`config.mk`:
```
export PLATFORM = sky130hd
export DESIGN_NAME = spi_ram_ctrl
export DESIGN_NICKNAME = d
export VERILOG_FILES = /design/src/rtl/spi_ram_pkg.sv /design/src/rtl/spi_ram_mem.sv /design/src/rtl/spi_ram_ctrl.sv
export SDC_FILE = /design/constraint.sdc
export NUM_CORES = 2
export LEC_CHECK = 0
export BUFFER_PORTS_ARGS = -buffer_cell sky130_fd_sc_hd__buf_2
export CORE_MARGIN = 2
export CORE_UTILIZATION = 50
export DETAILED_ROUTE_END_ITERATION = 8
export GPL_TIMING_DRIVEN = 0
export PLACE_DENSITY = 0.67
export SYNTH_ARGS = -nofsm -noshare
export SYNTH_HDL_FRONTEND = slang
export SYNTH_SLANG_ARGS = --single-unit
```
`constraint.sdc`:
```
create_clock -name i_spi_ram_clk -period 4.3 [get_ports i_spi_ram_clk]
set_clock_uncertainty 0.1 [all_clocks]
set_input_delay 1.075 -clock i_spi_ram_clk [delete_from_list [all_inputs] [get_ports i_spi_ram_clk]]
set_output_delay 1.075 -clock i_spi_ram_clk [all_outputs]
set_load 0.05 [all_outputs]
```
`src/rtl/spi_ram_pkg.sv`:
```
// Shared constants for the SPI RAM controller: command codes, one-hot FSM states, word widths.
// SPI_RAM_PARITY_EN widens stored words by one parity bit.
package spi_ram_pkg;
   localparam int RX_W   = 10;
   localparam int DATA_W = 8;
`ifdef SPI_RAM_PARITY_EN
   localparam int MEM_W  = DATA_W + 1;
`else
   localparam int MEM_W  = DATA_W;
`endif

   typedef enum logic [1:0] {
      CMD_SET_WR_ADDR = 2'b00,
      CMD_WR_DATA     = 2'b01,
      CMD_SET_RD_ADDR = 2'b10,
      CMD_RD_DATA     = 2'b11
   } cmd_e;

   localparam int         ST_W     = 3;
   localparam logic [2:0] IDLE     = 3'b001;
   localparam logic [2:0] RD_FETCH = 3'b010;
   localparam logic [2:0] RD_HOLD  = 3'b100;
endpackage

```
`src/rtl/spi_ram_mem.sv`:
```
// Single-port synchronous RAM, registered read port (data one edge after i_re), no reset of contents.
// Word width is MEM_W (9 bits when SPI_RAM_PARITY_EN is defined).
module spi_ram_mem
   import spi_ram_pkg::*;
#(
   parameter int AW = 8
) (
   input  logic             i_clk,
   input  logic             i_we,
   input  logic             i_re,
   input  logic [AW-1:0]    i_addr,
   input  logic [MEM_W-1:0] i_wdata,
   output logic [MEM_W-1:0] o_rdata
);
   logic [MEM_W-1:0] r_mem [2**AW];
   logic [MEM_W-1:0] r_rdata;

   always_ff @(posedge i_clk) begin
      if (i_we) r_mem[i_addr] <= i_wdata;
      if (i_re) r_rdata       <= r_mem[i_addr];
   end

   assign o_rdata = r_rdata;
endmodule

```
`src/rtl/spi_ram_ctrl.sv`:
```
// Command decoder + RAM behind the SPI slave; read data valid two edges after RD_DATA, busy in RD_FETCH.
// SPI_RAM_PARITY_EN adds a stored parity bit and the o_spi_ram_parity_err pulse.
module spi_ram_ctrl
   import spi_ram_pkg::*;
#(
   parameter int MEM_DEPTH  = 256,
   parameter int ADDR_WIDTH = 8,
   parameter bit AUTO_INC   = 1'b1
) (
   input  logic              i_spi_ram_clk,
   input  logic              i_spi_ram_rst_n,
   input  logic [RX_W-1:0]   i_spi_ram_rx_data,
   input  logic              i_spi_ram_rx_valid,
   output logic [DATA_W-1:0] o_spi_ram_tx_data,
   output logic              o_spi_ram_tx_valid,
   output logic              o_spi_ram_busy,
   output logic              o_spi_ram_addr_err,
   output logic              o_spi_ram_parity_err
);
   logic [ST_W-1:0]       r_state, w_next_state;
   logic [ADDR_WIDTH-1:0] r_wr_ptr, r_rd_ptr, w_mem_addr;
   logic [DATA_W-1:0]     r_tx_data;
   logic                  r_addr_err;
   logic                  w_accept, w_mem_we, w_mem_re, w_d_oor;
   cmd_e                  w_cmd;
   logic [DATA_W-1:0]     w_d;
   logic [MEM_W-1:0]      w_wdata, w_rdata;

   function automatic logic [ADDR_WIDTH-1:0] f_inc(input logic [ADDR_WIDTH-1:0] p);
      return (p == ADDR_WIDTH'(MEM_DEPTH - 1)) ? '0 : p + 1'b1;
   endfunction

   assign w_cmd    = cmd_e'(i_spi_ram_rx_data[9:8]);
   assign w_d      = i_spi_ram_rx_data[7:0];
   assign w_d_oor  = ({1'b0, w_d} >= 9'(MEM_DEPTH));
   assign w_accept = i_spi_ram_rx_valid && (r_state != RD_FETCH);

   always_ff @(posedge i_spi_ram_clk or negedge i_spi_ram_rst_n) begin
      if (!i_spi_ram_rst_n) r_state <= IDLE;
      else                  r_state <= w_next_state;
   end

   always_comb begin
      w_next_state = r_state;
      case (r_state)
         IDLE, RD_HOLD: if (w_accept) w_next_state = (w_cmd == CMD_RD_DATA) ? RD_FETCH : IDLE;
         RD_FETCH:      w_next_state = RD_HOLD;
         default:       w_next_state = IDLE;
      endcase
   end

   always_comb begin
      o_spi_ram_busy     = (r_state == RD_FETCH);
      o_spi_ram_tx_valid = (r_state == RD_HOLD);
      w_mem_we           = w_accept && (w_cmd == CMD_WR_DATA);
      w_mem_re           = w_accept && (w_cmd == CMD_RD_DATA);
      w_mem_addr         = w_mem_we ? r_wr_ptr : r_rd_ptr;
   end

   // Out-of-range SET_* flags the error but still keeps the truncated pointer.
   always_ff @(posedge i_spi_ram_clk or negedge i_spi_ram_rst_n) begin
      if (!i_spi_ram_rst_n) begin
         r_wr_ptr   <= '0;
         r_rd_ptr   <= '0;
         r_tx_data  <= '0;
         r_addr_err <= 1'b0;
      end else begin
         r_addr_err <= w_accept && w_d_oor &&
                       ((w_cmd == CMD_SET_WR_ADDR) || (w_cmd == CMD_SET_RD_ADDR));
         if (w_accept) begin
            case (w_cmd)
               CMD_SET_WR_ADDR: r_wr_ptr <= w_d[ADDR_WIDTH-1:0];
               CMD_WR_DATA:     if (AUTO_INC) r_wr_ptr <= f_inc(r_wr_ptr);
               CMD_SET_RD_ADDR: r_rd_ptr <= w_d[ADDR_WIDTH-1:0];
               default:         ;
            endcase
         end
         if (r_state == RD_FETCH) begin
            r_tx_data <= w_rdata[DATA_W-1:0];
            if (AUTO_INC) r_rd_ptr <= f_inc(r_rd_ptr);
         end
      end
   end

`ifdef SPI_RAM_PARITY_EN
   logic r_parity_err;
   assign w_wdata = {^w_d, w_d};
   always_ff @(posedge i_spi_ram_clk or negedge i_spi_ram_rst_n) begin
      if (!i_spi_ram_rst_n) r_parity_err <= 1'b0;
      else r_parity_err <= (r_state == RD_FETCH) && (w_rdata[DATA_W] != ^w_rdata[DATA_W-1:0]);
   end
   assign o_spi_ram_parity_err = r_parity_err;
`else
   assign w_wdata              = w_d;
   assign o_spi_ram_parity_err = 1'b0;
`endif

   assign o_spi_ram_tx_data  = r_tx_data;
   assign o_spi_ram_addr_err = r_addr_err;

   spi_ram_mem #(.AW(ADDR_WIDTH)) u_mem (
      .i_clk   (i_spi_ram_clk),
      .i_we    (w_mem_we),
      .i_re    (w_mem_re),
      .i_addr  (w_mem_addr),
      .i_wdata (w_wdata),
      .o_rdata (w_rdata)
   );

   // The slave's framing guarantees no word arrives during the fetch cycle.
   a_no_rx_while_busy: assert property (@(posedge i_spi_ram_clk) disable iff (!i_spi_ram_rst_n)
      !(i_spi_ram_rx_valid && o_spi_ram_busy));
endmodule

```
==> Flow_metrics.wiki <==
{| class="wikitable"
! Metric !! Value
|-
| Aggregate global-route resource usage || 0.382
|-
| Routed len/inst || 38.6 um
|-
| Detailed Route Iter0 Violations || 11.6k
|-
| Floorplan die area || 170,000 um2
|-
| Skew-Pair Late Insertion Delay || 890 ps
|-
| Clock power frac || 0.370
|-
| Synth Instances || 5,866
|-
| Highest routing layer actually used || met5
|-
| Met2 wire length || 141,000 um
|-
| # H-tree levels || 4
|-
| Result of the run || complete, but fails checks
|-
| CTS Root Cell || clkbuf_16
|-
| Synth Register Bits || 2,083
|-
| Maximum vdd drop || 0.000488 V
|-
| Sequential share of power || 0.457
|-
| Final-layout fill cell count || 12.6k
|-
| Flip-flop cell with the highest count after synthesis || edfxtp_1
|-
| Netlist Area Pre-Place || 83,300 um2
|-
| Smallest setup slack after layout || -480 ps
|-
| Port Buffers || 21
|-
| Worst-case headroom to the max-slew limit || 0.0461
|-
| Count of final setup violators || 605
|-
| Wire length of the first global-routing pass || 447,000 um
|-
| Pin count of the biggest net entering global routing || 128
|-
| Routability Congestion || 1.04
|-
| RSZ-0062 raised after global routing || true
|-
| CP Data Arrival Time || 5370 ps
|-
| Wire length on met3 || 47,400 um
|-
| Detailed-route wire length on metal 1 || 115,000 um
|-
| Critical path capture point type || flip-flop
|-
| Global route total overflow || 0
|-
| Required time of the worst setup path || 4890 ps
|-
| Worst hold-check path type || in -> async
|-
| Post-route minimum period || 4780 ps
|-
| Via-per-instance ratio || 7.13
|-
| Mean instance size in the synthesized netlist || 14.2 um2
|-
| Most frequent standard cell in the layout excluding fill and tap cells || edfxtp_1
|-
| Leakage || 0.0285 uW
|-
| Placed wire-length estimate || 229,000 um
|-
| Initial antenna violation count || 11
|-
| Sequential-to-total area share from yosys stat || 0.749
|-
| Num ports || 25
|-
| Switching share of total power || 0.301
|-
| Final design instance area without fill || 98,500 um2
|-
| DRT Pass-1 Iters || 7
|-
| Slew of the pin with the lowest slew margin || 1430 ps
|-
| Setup slack of the most critical reg-to-reg path || -480 ps
|-
| DP Area || 86,900 um2
|-
| Warnings from Yosys || 0
|-
| Clock buffer depth || 3
|-
| End of the critical path || u_mem.o_rdata[1]
|-
| Internal power of the cells || 34,300 uW
|-
| Launching element type of the critical path || flip-flop
|-
| Die Ht || 412 um
|-
| DRC viols || 0
|-
| Final worst-path cycle share || 1.11
|-
| Synth area leader || edfxtp_1
|-
| Portion of synthesized cell area occupied by the leading cell type || 0.741
|-
| Layout cells sized above 1 || 0.185
|-
| Max Cap Violations || 0
|-
| DRT Wirelength || 330,000 um
|-
| Power density over the cells || 498 nW/um2
|-
| Via count of the first global-routing pass || 56.6k
|-
| Number of CTS-inserted buffers || 208
|-
| Synthesis-to-finish area growth || 18.3%
|-
| TritonCTS clock tree || yes
|-
| Number of clock sinks || 2,083
|-
| Post-synth EDFFs || 2,056
|-
| NumNets Final || 6,210
|-
| Power share of the combinational group || 0.173
|-
| Highest achievable clock rate || 209 MHz
|-
| Violations in the final reports || setup timing
|-
| Width of the die || 412 um
|-
| Core region area || 165,000 um2
|-
| Worst reg2reg path depth || 11
|-
| Clock slew seen by the registers of the worst setup and hold paths || 60 ps
|-
| Crit Reg-Reg Endpoint || u_mem.o_rdata[1]
|-
| CP startpoint || r_state[2]
|-
| Peak fanout along the critical path || 10
|-
| Top library cells by usage in the layout, fill and taps aside || edfxtp_1 (2,056), o21ai_0 (1,879), a41oi_1 (415)
|-
| Number of antenna-violating nets in the routed design || 0
|-
| Synth top area cells || edfxtp_1 (74%), o21ai_0 (12%), a41oi_1 (5.7%), clkbuf_1 (2.3%), o41ai_1 (1.3%)
|-
| Switch Pwr || 14,800 uW
|-
| Synth async-reset ratio || 0.0130
|-
| Max-slew violation count || 0
|-
| Final cell utilization of the core || 0.597
|-
| Number of distinct library cell variants in the gate-level netlist after synthesis || 54
|-
| Total number of vias || 61.1k
|-
| Row Count || 149
|-
| Crit Path Category || reg -> reg
|-
| Effective utilization at floorplan || 0.504
|-
| Crit Reg-Reg Startpoint || r_state[2]
|-
| Number of hold violations in the final report || 0
|}
[Yosys cell counts (9+ instances only)]
cell type     n
buf_2        56
edfxtp_1   2056
o21ai_0    1925
o21ai_1     140
clkbuf_1    502
a21oi_1      14
buf_6        21
a41oi_1     544
nor3_1       57
nand2b_1      9
nor2_1      224
o41ai_1     128
dfrtp_1      26
nand2_1      64
[per-stage QoR]
stage / TNS (ps) / setup slack, ps / power, uW / std cells / hold slack [ps]
2_1_floorplan: 0 / 271 / 26000 / 5867 / 315
5_1_grt: -33140 / -374 / 49800 / 8557 / 168
3_5_place_dp: -2748680 / -2510 / 29800 / 8109 / 326
3_3_place_gp: -7274310 / -3220 / 29700 / 8077 / 329
6_report: -59480 / -480 / 49100 / 8561 / 119
4_1_cts: -10170 / -285 / 48100 / 8551 / 116
[state kept, by name, indices dropped and copies added (netlist names)]
name               count
r_wr_ptr               8
r_rd_ptr               8
r_state                3
o_spi_ram_tx_data      8
u_mem.r_mem         2048
u_mem.o_rdata          8
[power by group through the flow]
stage	Sequential (uW)	Combinational [uW]	Clock (uW)
after floorplan	22900	3050	0
after global placement	23000	6750	0
after detailed placement	22900	6950	0
after CTS	22400	7640	18100
after global routing	22400	8490	18800
final	22400	8480	18200
[routing by layer]
layer | vias to the layer above | global-route usage
li1 | 24407 | -
met1 | 30648 | 0.505
met2 | 5110 | 0.538
met3 | 913 | 0.115
met4 | 4 | 0.274
met5 | - | 0
[area by class of cell]
cell class	instances	area [um2]	share of cell area
clock buffers	260	5450	0.0553
inverters	7	31.3	0.000317
repair buffers	121	1500	0.0153
multi-input cells	3193	22200	0.226
diodes	4	10.0	0.000102
well taps	2189	2740	0.0278
clock inverters	123	1270	0.0128
plain buffers	581	2880	0.0292
flip-flops and latches	2083	62400	0.633
[how the worst min path moves through the flow]
stage                                      end  cells past startpoint        startpoint
final                     o_spi_ram_tx_data[5]                      1   i_spi_ram_rst_n
after global routing      o_spi_ram_tx_data[5]                      1   i_spi_ram_rst_n
after CTS                          r_wr_ptr[7]                      1   i_spi_ram_rst_n
after detailed placement  o_spi_ram_tx_data[2]                      2  u_mem.o_rdata[2]
after global placement    o_spi_ram_tx_data[3]                      2  u_mem.o_rdata[3]
after floorplan           o_spi_ram_tx_data[0]                      2  u_mem.o_rdata[0]
[cells by family (layout without fill, tap and decap cells)]
logic type | count (synthesis) | after routing | share of synthesized area
flops | 2083 | 2083 | 0.749
other cells | 1 | 6 | 0.0000450
mux | 4 | 4 | 0.000631
compound gates | 2774 | 2774 | 0.198
buf+inv | 591 | 1092 | 0.0296
fa+ha+maj | 2 | 2 | 0.000300
simple gates | 410 | 410 | 0.0220
xor+xnor | 1 | 1 | 0.000105
[worst max-delay path: stages, from the launching register on]
cell and delay, ps:
dfrtp_1 420, or3b_1 390, buf_6 170, a21oi_2 460, buf_8 250, clkbuf_2 380
clkbuf_1 480, o21ai_0 220, a41oi_1 750, o41ai_4 200, a41oi_1 400, or4_1 330
[what timing repair did]
| action | 4_1_cts | 5_1_grt |
|---|---|---|
| setup endpoints to repair | 1882 | 1410 |
| hold buffers | 0 | 0 |
| setup buffers | 61 | 7 |
| cloned | 0 | 0 |
| hold endpoints to repair | 0 | 0 |
| gates resized for setup | 588 | 415 |
| pin swaps | 69 | 44 |
Power figures use the tool's default switching activity.
